File: src/rtl/wind_gen.sv
// Per-turn wind generator: an LFSR step per next_turn rise, reduced to a signed
// target by restoring division, then a one-unit-per-tick ramp of the visible wind.
module wind_gen #(
    parameter int                LFSR_W   = 16,
    parameter logic [LFSR_W-1:0] SEED     = 16'hBEEF,
    parameter logic [LFSR_W-1:0] TAPS     = 16'hB400,
    parameter int                WIND_MAX = 50,
    parameter int                OUT_W    = 8
) (
    input  logic                    clk,
    input  logic                    rst_n,
    input  logic                    next_turn,
    input  logic                    tick,
    output logic signed [OUT_W-1:0] wind_out,
    output logic signed [OUT_W-1:0] wind_target,
    output logic                    busy,
    output logic                    valid
);

    localparam int M     = 2 * WIND_MAX + 1;
    localparam int REM_W = $clog2(M) + 1;
    localparam int CNT_W = $clog2(LFSR_W + 1);

    if (SEED == '0) begin : g_seed_check
        $error("wind_gen: SEED must be nonzero");
    end

    if (WIND_MAX < 1 || WIND_MAX > (2 ** (OUT_W - 1)) - 1) begin : g_width_check
        $error("wind_gen: OUT_W cannot hold +/-WIND_MAX");
    end

    typedef enum logic [1:0] {IDLE, SHIFT, REDUCE, RAMP} state_t;

    state_t                    state_q, state_d;
    logic [LFSR_W-1:0]         lfsr_q;
    logic                      turn_prev_q;
    logic                      pending_q, pending_d;
    logic [LFSR_W-1:0]         div_q;
    logic [REM_W-1:0]          rem_q;
    logic [CNT_W-1:0]          cnt_q;
    logic signed [OUT_W-1:0]   wind_q, target_q;
    logic                      busy_q, valid_q;

    logic                      rise;
    logic [LFSR_W-1:0]         lfsr_step;
    logic [REM_W-1:0]          trial;
    logic                      trial_ge;

    always_comb begin
        rise      = next_turn & ~turn_prev_q;
        lfsr_step = {lfsr_q[LFSR_W-2:0], ^(lfsr_q & TAPS)};
        trial     = {rem_q[REM_W-2:0], div_q[LFSR_W-1]};
        trial_ge  = (trial >= REM_W'(M));
        state_d   = state_q;
        pending_d = pending_q | rise;
        case (state_q)
            IDLE: begin
                if (pending_q | rise) begin
                    state_d   = SHIFT;
                    // A fresh rise arriving while an older request is consumed stays queued
                    pending_d = pending_q & rise;
                end
            end
            SHIFT:   state_d = REDUCE;
            REDUCE:  if (cnt_q == CNT_W'(LFSR_W)) state_d = RAMP;
            RAMP:    if (wind_q == target_q) state_d = IDLE;
            default: state_d = IDLE;
        endcase
    end

    // REDUCE runs LFSR_W division steps, then spends one cycle publishing the target
    always_ff @(posedge clk) begin
        if (!rst_n) begin
            state_q     <= IDLE;
            lfsr_q      <= SEED;
            turn_prev_q <= 1'b0;
            pending_q   <= 1'b0;
            div_q       <= '0;
            rem_q       <= '0;
            cnt_q       <= '0;
            wind_q      <= '0;
            target_q    <= '0;
            busy_q      <= 1'b0;
            valid_q     <= 1'b1;
        end else begin
            turn_prev_q <= next_turn;
            pending_q   <= pending_d;
            state_q     <= state_d;
            busy_q      <= (state_d != IDLE);
            valid_q     <= (state_d == IDLE) && !pending_d;
            case (state_q)
                SHIFT: begin
                    lfsr_q <= lfsr_step;
                    div_q  <= lfsr_step;
                    rem_q  <= '0;
                    cnt_q  <= '0;
                end
                REDUCE: begin
                    if (cnt_q == CNT_W'(LFSR_W)) begin
                        target_q <= OUT_W'(int'(rem_q) - WIND_MAX);
                    end else begin
                        rem_q <= trial_ge ? (trial - REM_W'(M)) : trial;
                        div_q <= {div_q[LFSR_W-2:0], trial_ge};
                        cnt_q <= cnt_q + CNT_W'(1);
                    end
                end
                RAMP: begin
                    if (tick && (wind_q != target_q)) begin
                        wind_q <= (wind_q < target_q) ? (wind_q + OUT_W'(1)) : (wind_q - OUT_W'(1));
                    end
                end
                default: begin
                end
            endcase
        end
    end

    assign wind_out    = wind_q;
    assign wind_target = target_q;
    assign busy        = busy_q;
    assign valid       = valid_q;

endmodule

File: config.mk
export PLATFORM = sky130hd
export DESIGN_NAME = wind_gen
export DESIGN_NICKNAME = d
export VERILOG_FILES = /design/src/rtl/wind_gen.sv
export SDC_FILE = /design/constraint.sdc
export NUM_CORES = 1
export LEC_CHECK = 0
export BUFFER_PORTS_ARGS = -buffer_cell sky130_fd_sc_hd__buf_4
export CORE_MARGIN = 2
export CORE_UTILIZATION = 60
export CTS_CLUSTER_SIZE = 40
export DETAILED_ROUTE_END_ITERATION = 8
export GPL_TIMING_DRIVEN = 0
export PLACE_DENSITY = 0.79
export SYNTH_ARGS = -nofsm -noshare
export SYNTH_HDL_FRONTEND = slang
export SYNTH_SLANG_ARGS = --single-unit
File: constraint.sdc
create_clock -name clk -period 4.7 [get_ports clk]
set_clock_uncertainty 0.2 [all_clocks]
set_input_delay 0.94 -clock clk [delete_from_list [all_inputs] [get_ports clk]]
set_output_delay 0.94 -clock clk [all_outputs]
set_load 0.02 [all_outputs]
==> impl_metrics.tcl <==
set metrics [dict create \
    outcome "finished, final reports clean" \
    remaining_drc_errors 0 \
    fillCellCount 469 \
    share_of_post_route_cells_with_drive_strength_above_1 0.112 \
    detailedPlacementHpwl_mm 5.36 \
    clock_power_share 0.386 \
    postRouteAntennaNets 0 \
    clk_pin_slew_ns 0.07 \
    initial_utilization 0.617 \
    intPower_mw 1.04 \
    switching_power_mw 0.413 \
    layout_commonest_cell "sky130_fd_sc_hd__dfxtp_1" \
    diodes 0 \
    die_y_extent_um 79.0 \
    grt_usage 0.263 \
    grt_max_degree 13 \
    gpl.final_weighted_congestion 0.817 \
    timing_max_transition_violations_final 0 \
    ys_types 46 \
    clock_insertion_delay_at_the_later_pin_of_the_skew_report_ns 0.35 \
    ff2ff_path_depth 13 \
    buffer_type_at_the_clock_tree_root "sky130_fd_sc_hd__clkbuf_8" \
    numCtsBuffers 9 \
    htreeDepth 3 \
    firstDrtPassIters 4 \
    synth-seq-area-share 0.397 \
    p_seq_frac 0.455 \
    numClockSinks 67 \
    grt_overflow 0 \
    yosys.area.top_type_share 0.397 \
    multi_input_comb_area_um2 1830 \
    syn-num-nets 431 \
    synth_seq_cells 67 \
    cp-end-kind "flip-flop" \
    post_place_cell_area_um2 3620 \
    timing.hold.worst_path_depth 2 \
    leakagePower_nw 1.56 \
    routed-via-count 2968 \
    synth_edf_count 0 \
    nets 462 \
    netlist_top_cells_area "sky130_fd_sc_hd__dfxtp_1, sky130_fd_sc_hd__nand2_1, sky130_fd_sc_hd__ha_1, sky130_fd_sc_hd__mux2i_1, sky130_fd_sc_hd__nor2_1" \
    routed_wire_length_per_instance_um 14.6 \
    first_global_vias 2727 \
    antenna_found_initial 0 \
    post-cts-setup-buffer-count 0 \
    area_delta_synth_final_pct 14.0 \
    tritoncts "yes" \
    worstPathRequired_ns 4.78 \
    cts_hold_repair.buffers 0 \
    drt-initial-drc-count 224 \
    most_used_cells_in_the_layout_excluding_fill_and_tap_cells "sky130_fd_sc_hd__dfxtp_1, sky130_fd_sc_hd__nand2_1, sky130_fd_sc_hd__nor2_1" \
    boundaryPins 22 \
    synthesis.area_um2 3380 \
    synth_area_leader_cell "sky130_fd_sc_hd__dfxtp_1" \
    ys.flop_type "sky130_fd_sc_hd__dfxtp_1" \
    final-hold-violation-count 0 \
    cap_viol_max_count 0 \
    core_region_area_um2 5470 \
    worstHoldPathType "flip-flop to flip-flop" \
    worst_ir_drop_vdd_uv 275 \
    finalCriticalPeriod_ns 3.63 \
    port_buffers 20 \
    layout_worst_path_cycle_share 0.773 \
    async_reset_ff_frac 0 \
    cts_resized 0 \
    critical_path_class "flip-flop to flip-flop" \
    synth_warnings 0 \
    combinationalPowerShare 0.159 \
    fp-row-count 27 \
    setup-tns-final_ns 0 \
    postSynthCellCount 411 \
    setup_violations 0 \
    synthesis.area_per_instance_um2 8.21 \
    powerDensity_nw_per_um2 378 \
    ctsLongestPathBuffers 2 \
    sw_share 0.284 \
    chipWidth_um 79.0 \
    cp.arrival_ns 3.71 \
    timing.slew.headroom 0.499 \
    critical_path_peak_fanout 10 \
    ff_latch_area_um2 1340 \
    routed_wirelength_mm 7.59 \
    final_core_utilization 0.703 \
    design.die.area_um2 6240 \
    timing.fmax_mhz 275 \
    critPathLaunchType "flip-flop" \
    tightest_slew_ns 0.750 \
    post_drt_via_cell_ratio 5.72 \
    rsz0062_at_grt "false" \
    stdcell_area_um2 3850 \
    grt_pass1_wl_mm 12.8 \
]
[cell usage after synthesis (all sizes together) (3+ instances only)]
library cell   n
a211oi        21
a21o           3
a21oi         28
buf            4
clkbuf        21
dfxtp         67
ha            16
inv           19
mux2i         20
nand2         57
nand2b         4
nand3         25
nand4          5
nor2          52
nor2b          3
nor3           6
o21ai         12
xnor2         12
xor2           5
[kinds of logic (layout without fill, tap and decap cells)]
logic type      after synthesis  count (layout)  synth area share
xor+xnor                     17              17            0.0441
mux                          21              21            0.0626
simple gates                165             165             0.218
buf+inv                      44              80            0.0615
compound gates               81              81             0.157
flops                        67              67             0.397
fa+ha+maj                    16              16            0.0593
[worst max-delay path: stages, from the launching register on]
cell	delay, ns
sky130_fd_sc_hd__dfxtp_1	0.47
sky130_fd_sc_hd__ha_1	0.29
sky130_fd_sc_hd__a21o_1	0.19
sky130_fd_sc_hd__a2111oi_2	0.34
sky130_fd_sc_hd__a21o_1	0.14
sky130_fd_sc_hd__and2_4	0.15
sky130_fd_sc_hd__buf_12	0.11
sky130_fd_sc_hd__inv_1	0.07
sky130_fd_sc_hd__ha_1	0.37
sky130_fd_sc_hd__o31a_1	0.15
sky130_fd_sc_hd__or4_1	0.40
sky130_fd_sc_hd__o22a_1	0.22
sky130_fd_sc_hd__or3_1	0.31
sky130_fd_sc_hd__a21oi_1	0.15
[stage by stage]
step | power, mW | std cells | setup WS [ns] | hold slack [ns]
floorplan | 0.841 | 411 | 1.19 | 0.245
global placement | 0.890 | 503 | 1.16 | 0.261
detailed placement | 0.902 | 503 | 1.11 | 0.265
CTS | 1.46 | 519 | 1.07 | 0.276
global route | 1.52 | 519 | 0.868 | 0.304
finish | 1.45 | 519 | 1.07 | 0.279
[worst paths after layout]
path / endpoint / slack, ns / start
max: wind_out[6]$_SDFFE_PN0P_ / 1.07 / wind_out[5]$_SDFFE_PN0P_
min: lfsr_q[14]$_SDFFE_PN0P_ / 0.28 / lfsr_q[14]$_SDFFE_PN0P_
max reg2reg: wind_out[6]$_SDFFE_PN0P_ / 1.07 / wind_out[5]$_SDFFE_PN0P_
min reg2reg: lfsr_q[14]$_SDFFE_PN0P_ / 0.28 / lfsr_q[14]$_SDFFE_PN0P_
[power by group through the flow]
| stage | combinational, mW | sequential (mW) | clock, mW |
|---|---|---|---|
| floorplan | 0.175 | 0.666 | 0 |
| global placement | 0.218 | 0.672 | 0 |
| detailed placement | 0.229 | 0.673 | 0 |
| CTS | 0.231 | 0.661 | 0.569 |
| global route | 0.262 | 0.668 | 0.590 |
| finish | 0.231 | 0.662 | 0.561 |
[registers in the layout, summed over array words and instances, names as in the netlist]
| register | cells |
|---|---|
| div_q | 16 |
| wind_out | 8 |
| wind_target | 8 |
| cnt_q | 5 |
| rem_q | 8 |
| valid | 1 |
| lfsr_q | 16 |
| turn_prev_q | 1 |
| pending_q | 1 |
| busy | 1 |
| state_q | 2 |
[cell type report]
type                    count  area share
inverters                  19      0.0185
flip-flops and latches     67       0.348
multi-input cells         300       0.474
clock buffers              11      0.0393
clock inverters             5      0.0214
repair buffers             20      0.0390
plain buffers              25      0.0354
well taps                  72      0.0234
[routing by layer]
layer	vias to the layer above	wire length, um	global-route usage
met3	12	336	0.0545
met4	0	118	0.112
li1	1490	-	-
met2	62	3620	0.419
met1	1404	3510	0.348
met5	-	0	0
Power figures use the tool's default switching activity.
